`config.mk`:
```
export PLATFORM = sky130hd
export DESIGN_NAME = fifo_put_arbiter
export DESIGN_NICKNAME = d
export VERILOG_FILES = /design/src/rtl/fifo_arb_pkg.sv /design/src/rtl/fifo_rr_pick.sv /design/src/rtl/fifo_put_arbiter.sv
export SDC_FILE = /design/constraint.sdc
export NUM_CORES = 1
export LEC_CHECK = 0
export ABC_CLOCK_PERIOD_IN_PS = 2610
export CAP_MARGIN = 10
export CORE_ASPECT_RATIO = 1.4
export CORE_MARGIN = 4
export CORE_UTILIZATION = 41
export DETAILED_ROUTE_END_ITERATION = 12
export HOLD_SLACK_MARGIN = 0.02
export PLACE_DENSITY = 0.87
export SLEW_MARGIN = 20
export SYNTH_ARGS = -nofsm -noshare
export SYNTH_HDL_FRONTEND = slang
export SYNTH_SLANG_ARGS = --single-unit
export TNS_END_PERCENT = 1
```
`constraint.sdc`:
```
create_clock -name wclk -period 2.61 [get_ports wclk]
set_clock_uncertainty 0.05 [all_clocks]
set_input_delay 0.783 -clock wclk [delete_from_list [all_inputs] [get_ports wclk]]
set_output_delay 0.783 -clock wclk [all_outputs]
set_load 0.01 [all_outputs]
```
`src/rtl/fifo_arb_pkg.sv`:
```
// Shared definitions for the async FIFO write-side arbiter:
// FSM state encoding and a constant-width helper.
package fifo_arb_pkg;

    localparam logic [0:0] ST_IDLE  = 1'b0;
    localparam logic [0:0] ST_BURST = 1'b1;

    // Ceiling log2, iterative; clog2(1) == 0.
    function automatic int unsigned clog2(input int unsigned value);
        int unsigned v;
        int unsigned r;
        v = (value > 0) ? value - 1 : 0;
        r = 0;
        while (v > 0) begin
            r = r + 1;
            v = v >> 1;
        end
        return r;
    endfunction

endpackage

```
`src/rtl/fifo_rr_pick.sv`:
```
// Round-robin picker: first set request strictly after i_rr_ptr, wrapping,
// so the requester at i_rr_ptr itself comes last.
module fifo_rr_pick
    import fifo_arb_pkg::*;
#(
    parameter int unsigned NUM_REQ = 4,
    parameter int unsigned IDX_W   = 2
) (
    input  logic [NUM_REQ-1:0] i_req,
    input  logic [IDX_W-1:0]   i_rr_ptr,
    output logic               o_any,
    output logic [IDX_W-1:0]   o_idx
);

    int w_cand;

    always_comb begin
        o_any  = |i_req;
        o_idx  = '0;
        w_cand = 0;
        // Walk from farthest to nearest so the nearest hit is the last write.
        for (int k = int'(NUM_REQ); k >= 1; k--) begin
            w_cand = (int'(i_rr_ptr) + k) % int'(NUM_REQ);
            if (i_req[IDX_W'(w_cand)]) begin
                o_idx = IDX_W'(w_cand);
            end
        end
    end

endmodule

```
`src/rtl/fifo_put_arbiter.sv`:
```
// Write-side arbiter for the async FIFO: round-robin, bounded-burst sharing of
// the single put/data_in port among NUM_REQ requesters, with full_bar back-pressure.
module fifo_put_arbiter
    import fifo_arb_pkg::*;
#(
    parameter int unsigned NUM_REQ    = 4,
    parameter int unsigned DATA_WIDTH = 8,
    parameter int unsigned MAX_BURST  = 4,
    parameter int unsigned CNT_WIDTH  = 16,
    localparam int unsigned IDX_W     = clog2(NUM_REQ)
) (
    input  logic                          wclk,
    input  logic                          reset_n,
    input  logic [NUM_REQ-1:0]            req,
    input  logic [NUM_REQ*DATA_WIDTH-1:0] req_data,
    output logic [NUM_REQ-1:0]            ack,
    input  logic                          full_bar,
    output logic                          put,
    output logic [DATA_WIDTH-1:0]         data_in,
    output logic                          grant_valid,
    output logic [IDX_W-1:0]              grant_id,
    output logic [CNT_WIDTH-1:0]          put_count
);

    localparam int unsigned BEAT_W = clog2(MAX_BURST) + 1;

    logic [0:0]           r_state, w_state_nxt;
    logic [IDX_W-1:0]     r_owner, w_owner_nxt;
    logic [IDX_W-1:0]     r_rr_ptr, w_rr_ptr_nxt;
    logic [BEAT_W-1:0]    r_beat_cnt, w_beat_cnt_nxt;
    logic [CNT_WIDTH-1:0] r_put_count, w_put_count_nxt;

    logic                 w_burst;
    logic                 w_owner_req;
    logic                 w_put;
    logic                 w_last_beat;
    logic                 w_release;
    logic                 w_any;
    logic [IDX_W-1:0]     w_pick_ptr;
    logic [IDX_W-1:0]     w_pick_idx;

    assign w_burst     = (r_state == ST_BURST);
    assign w_owner_req = req[r_owner];
    assign w_put       = w_burst & w_owner_req & full_bar;
    assign w_last_beat = (r_beat_cnt == BEAT_W'(MAX_BURST - 1));
    assign w_release   = w_burst & (~w_owner_req | (w_put & w_last_beat));

    // On release the current owner becomes the pointer, so it is served last.
    assign w_pick_ptr  = w_burst ? r_owner : r_rr_ptr;

    fifo_rr_pick #(
        .NUM_REQ (NUM_REQ),
        .IDX_W   (IDX_W)
    ) u_pick (
        .i_req    (req),
        .i_rr_ptr (w_pick_ptr),
        .o_any    (w_any),
        .o_idx    (w_pick_idx)
    );

    always_comb begin
        w_state_nxt     = r_state;
        w_owner_nxt     = r_owner;
        w_rr_ptr_nxt    = r_rr_ptr;
        w_beat_cnt_nxt  = r_beat_cnt;
        w_put_count_nxt = w_put ? r_put_count + CNT_WIDTH'(1) : r_put_count;

        if (!w_burst) begin
            if (w_any) begin
                w_state_nxt    = ST_BURST;
                w_owner_nxt    = w_pick_idx;
                w_beat_cnt_nxt = '0;
            end
        end else if (w_release) begin
            w_rr_ptr_nxt = r_owner;
            if (w_any) begin
                w_owner_nxt    = w_pick_idx;
                w_beat_cnt_nxt = '0;
            end else begin
                w_state_nxt = ST_IDLE;
            end
        end else if (w_put) begin
            w_beat_cnt_nxt = r_beat_cnt + BEAT_W'(1);
        end
    end

    always_ff @(posedge wclk or negedge reset_n) begin
        if (!reset_n) begin
            r_state     <= ST_IDLE;
            r_owner     <= '0;
            r_rr_ptr    <= IDX_W'(NUM_REQ - 1);
            r_beat_cnt  <= '0;
            r_put_count <= '0;
        end else begin
            r_state     <= w_state_nxt;
            r_owner     <= w_owner_nxt;
            r_rr_ptr    <= w_rr_ptr_nxt;
            r_beat_cnt  <= w_beat_cnt_nxt;
            r_put_count <= w_put_count_nxt;
        end
    end

    always_comb begin
        data_in = req_data[0 +: DATA_WIDTH];
        for (int i = 0; i < int'(NUM_REQ); i++) begin
            if (r_owner == IDX_W'(i)) begin
                data_in = req_data[i*DATA_WIDTH +: DATA_WIDTH];
            end
        end
    end

    assign put         = w_put;
    assign ack         = {NUM_REQ{w_put}} & (NUM_REQ'(1) << r_owner);
    assign grant_valid = w_burst;
    assign grant_id    = r_owner;
    assign put_count   = r_put_count;

endmodule

```
# Word level (Yosys, flattened, before mapping)

Cells that the tools add are included.

Output and inout bits: 32
Word-level logic and storage cells: 64
Input port bits: 39
Bits in registers: 24

Muxes and demuxes: 32
Bitwise logic cells: 7
Order comparisons: 5
Add/subtract/negate cells: 6
Shift-type cells: 1
Reduce and logical (&&, ||, !) cells: 2
Eq/ne operators: 6

Operators by type and width:

| cell                  | count |
|---|---|
| $mux 8                | 3 |
| $add 16x1->16 const B | 1 |
| $lt 2x4->1 const B    | 4 |
| $mux 2                | 8 |
| $mux 1                | 12 |
| $mux 3                | 4 |
| $bmux 1 s2            | 5 |
| $add 2x1->2 const B   | 2 |
| $add 2x2->2 const B   | 2 |
| $and 1x1->1           | 4 |
| $and 4x4->4           | 1 |
| $eq 2x2->1 const B    | 2 |
| $reduce_or 4->1       | 1 |
| $shl 1x2->4 const A   | 1 |
| $add 3x1->3 const B   | 1 |
| $eq 3x2->1 const B    | 1 |
| $lt 2x3->1 const B    | 1 |
| $ne 3x1->1 const B    | 1 |
| $eq 2x1->1 const B    | 1 |
| $ne 2x1->1 const B    | 1 |
| $reduce_and 2->1      | 1 |
| $not 1->1             | 1 |
| $or 1x1->1            | 1 |

# Depth between registers and ports, before layout

Word-level depth: 12
Depth in mapped cells: 6
Mapped depth without buffers: 5

# Cells and area by module

A second synthesis with hierarchy kept.

Cells, all modules: 149
Area, all modules: 1,599.0 µm²

By module, submodules not included:

| module           | sequential area each (µm²) | times used | area each (µm²) | cells each |
|---|---|---|---|---|
| fifo_put_arbiter | 603.1                      | 1          | 1,507.7         | 135 |
| fifo_rr_pick     | 0.0                        | 1          | 91.3            | 14 |

# Least setup slack after synthesis

No wires, ideal clock.

Kind: input to output
From: input port req[1]
To: output port ack[1]
Slack: 0.179 ns
Arrival: 1.598 ns
Path buffers: 0
Required time: 1.777 ns
Stages: 5
Cell sequence: mux2i_2 o22ai_4 nand2_4 inv_2 and3_1

Longest elaborated chain between the ends: 5

RTL lines:

| element                      | line                    | RTL |
|---|---|---|
| start, declared              | fifo_put_arbiter.sv:14  | `input logic [NUM_REQ-1:0] req,` |
| $bmux 1 s2                   | fifo_put_arbiter.sv:43  | `assign w_owner_req = req[r_owner];` |
| $mux 1 (implied by the code) | fifo_put_arbiter.sv:43  |  |
| $and 1x1->1 (2 in series)    | fifo_put_arbiter.sv:44  | `assign w_put = w_burst & w_owner_req & full_bar;` |
| via put                      | fifo_put_arbiter.sv:18  | `output logic put,` |
| $and 4x4->4                  | fifo_put_arbiter.sv:113 | `assign ack = {NUM_REQ{w_put}} & (NUM_REQ'(1) << r_owner);` |
| end, declared                | fifo_put_arbiter.sv:16  | `output logic [NUM_REQ-1:0] ack,` |

The timed path passes the listed nets, and every way through them passes these cells. The select of a mux whose other input is x is not followed.

# Worst setup path in the final report

From: input port req_data[28]
To: output port data_in[4]

Longest elaborated chain between the ends: 1

RTL lines:

| element         | line                    | RTL |
|---|---|---|
| start, declared | fifo_put_arbiter.sv:15  | `input logic [NUM_REQ*DATA_WIDTH-1:0] req_data,` |
| $mux 8          | fifo_put_arbiter.sv:106 | `if (r_owner == IDX_W'(i)) begin` |
| end, declared   | fifo_put_arbiter.sv:19  | `output logic [DATA_WIDTH-1:0] data_in,` |

No other way between the ends.

==> run metrics <==
Sw Pwr between 700 and 800 uW; CP max FO 1; largest buffer count on any clock path 2; Max Transition Viols Final 0; CTS Buf Count 3; syn nets 177; internal power 1.25 mW; post-layout min period 2.62 ns; cells after synthesis 135; Multi-input gate area a little under 900 um^2; # diodes 0; post-synth cell types 40; #FFs+latches synth 24; Clock Power Share 0.110; I/O pin total 71; Routability Congestion 0.829; Critical Path End Type output port; row count 26; status finished, violations left; Comb pwr share 0.597; clk root buf clkbuf_8; clk slew on worst S/H paths around 0.08 ns; Core Footprint 3640 um^2; Worst Hold Depth 1; post-detailed-routing wire length 3990 um; CTS tree built; Die Y 80.7 um; static leakage 1.10 nW; YS warnings 0; Synth top area share 0.356; Achievable Freq 382 MHz; worst setup margin -0.0101 ns; GR Overflow Total 0; Final Cycle Share 1.00; vias in the first global route between 1500 and 2000; initial drt markers 16; Max-Cap Viols 0; data required time at the worst endpoint 1.78 ns; cell area after synthesis 1550 um^2; Max transition margin 0.780; cell taking the most area after synthesis dfrtp_1; slowest stage delay, CP 0.45 ns; H-tree Lvls 1; wire per inst 15.3 um; die area 4840 um^2; worst reg2reg path depth 5; Die Span X 59.9 um; DPL Wire Length 3290 um; Vias 1410; post-route antenna net violation count 0; synthesized area per cell 11.5 um^2; final hold violations 0; power consumption slightly below 2 mW; Critical-path top delay cell mux4_2; Setup-failing EPs final 3; crit path cell chain clkdlybuf4s50_1, mux4_2, buf_2; sequential power share 0.293; Area Overhead vs Synth 56.2%; FFs w/ async S/R, synth 1.00; first-pass GRT wire length 6510 um; CP startpoint kind primary input; initial antenna violation count 0; Port Buffers 70; via-per-instance ratio 5.40; power per cell area approximately 820 nW/um^2; WP data arrival 1.79 ns; Fillers 309; Final Util 0.663; largest net degree at the start of global routing 25; EDFF count, synth 0; critical setup path kind primary input to output port; DRT Pass-1 Iters 4; failing checks negative setup slack; Sink Count 24; top post-synthesis cells by area dfrtp_1, mux4_2, xnor2_1; Sw Share 0.370; nets 262; min-delay worst type flip-flop to flip-flop; Worst-Margin Slew 0.329 ns; placed cell count 257; pre-CTS setup slack -0.700 ns; All-Layer GR Usage 0.172; sequential fraction of the synthesis area 0.390; fin cells 261; Peak VDD IR around 0.65 mV; layout cells sized above 1 0.288; Storage cell area about 600 um^2; worst skew pair latency between 0.2 and 0.3 ns; RSZ-0062 raised after global routing true; drt drc 0; Initial Utilization 0.425; ys flop type dfrtp_1; Setup Fix Bufs, Post-CTS 0
metal layers:
layer  track usage  up-vias  part of all wire
li1              -      664                 -
met1         0.193      685              0.36
met2         0.317       57              0.56
met3        0.0305        4             0.071
met4        0.0510        0            0.0090
met5             0        -                 0
cell usage after synthesis (all sizes together) (3+ instances only):
master  instances
and3            7
buf             6
dfrtp          22
ha              3
inv             9
mux2            6
mux2i           5
mux4            8
nand2           8
nand3          12
nand4           5
nor2            4
xnor2          15
what timing repair did:
| item | 4_1_cts | 5_1_grt |
|---|---|---|
| endpoints found under the setup margin | 13 | 9 |
| hold buffers | 0 | 0 |
| pin swaps | 2 | 0 |
| resized for setup | 79 | 11 |
worst max-delay path: cells and delay by family:
| family | cells | cell delay [ns] |
|---|---|---|
| buffers and inverters | 2 | 0.55 |
| multiplexers | 1 | 0.45 |
cell usage in the layout (no fill, tap or decap), types with 2 or more instances in the layout:
cell             Yosys  final
mux2_2               4      4
buf_2                4      8
dlygate4sd2_1        0     12
nand3_1              8      8
nand2b_1             2      2
xnor2_1             15     15
dfstp_2              2      2
mux4_2               8      8
nand4_1              5      5
buf_6                1      5
and3_1               7      7
mux2i_1              3      3
a22o_1               2      2
and4_1               2      2
buf_4                0     17
nand3_2              4      4
mux2i_4              0      2
nand2_1              7      7
clkdlybuf4s15_2      0      4
nor2_1               4      4
clkdlybuf4s50_1      0     36
o2bb2ai_1            2      2
clkbuf_8             0      3
ha_1                 3      3
inv_1                8      8
dlymetal6s2s_1       0      5
dfrtp_1             22     22
metrics by stage:
step,TNS (ns),instance area (um^2),hold slack [ns]
6_report,-0.0156,2420,0.436
5_1_grt,-0.143,2420,0.467
2_1_floorplan,0,1550,0.406
3_3_place_gp,-5.96,2380,0.413
4_1_cts,-0.0423,2400,0.440
3_5_place_dp,-6.25,2380,0.416
state kept, by name (all words and copies together) (netlist names):
name / count
grant_id: 2
put_count: 16
r_beat_cnt: 3
r_rr_ptr: 2
grant_valid: 1
power groups by stage:
stage / clock, mW / sequential, mW / combinational [mW]
after floorplan: 0 / 0.575 / 0.699
after global placement: 0 / 0.582 / 1.19
after detailed placement: 0 / 0.582 / 1.22
final: 0.219 / 0.582 / 1.18
after global routing: 0.243 / 0.602 / 1.28
after CTS: 0.225 / 0.583 / 1.18
area by class of cell:
type | count | area share
Inverter | 9 | 0.0150
Tap cell | 42 | 0.0217
Timing Repair Buffer | 87 | 0.330
Sequential cell | 24 | 0.249
Multi-Input combinational cell | 95 | 0.365
Clock buffer | 4 | 0.0186
kinds of logic (layout without fill, tap and decap cells):
group                      after synthesis  count (layout)  synth area share
and+or+nand+nor                         44              44             0.168
DFF                                     24              24             0.390
muxes                                   19              19             0.200
buffers and inverters                   16             100            0.0542
xor gates and xnor gates                15              15            0.0849
AOI/OAI and AO/OA                       14              14            0.0792
adders and majority gates                3               3            0.0243
worst paths after layout:
kind / from / end / slack (ns)
max in group asynchronous: reset_n / r_rr_ptr[1]$_DFFE_PN1P_ / 1.40
min reg2reg: put_count[15]$_DFFE_PN0P_ / put_count[15]$_DFFE_PN0P_ / 0.44
max reg2reg: grant_id[1]$_DFFE_PN0P_ / grant_id[0]$_DFFE_PN0P_ / 0.78
min: put_count[15]$_DFFE_PN0P_ / put_count[15]$_DFFE_PN0P_ / 0.44
min in group asynchronous: reset_n / put_count[15]$_DFFE_PN0P_ / 0.82
max: req_data[28] / data_in[4] / -0.01
(Power assumes the default switching activity.)
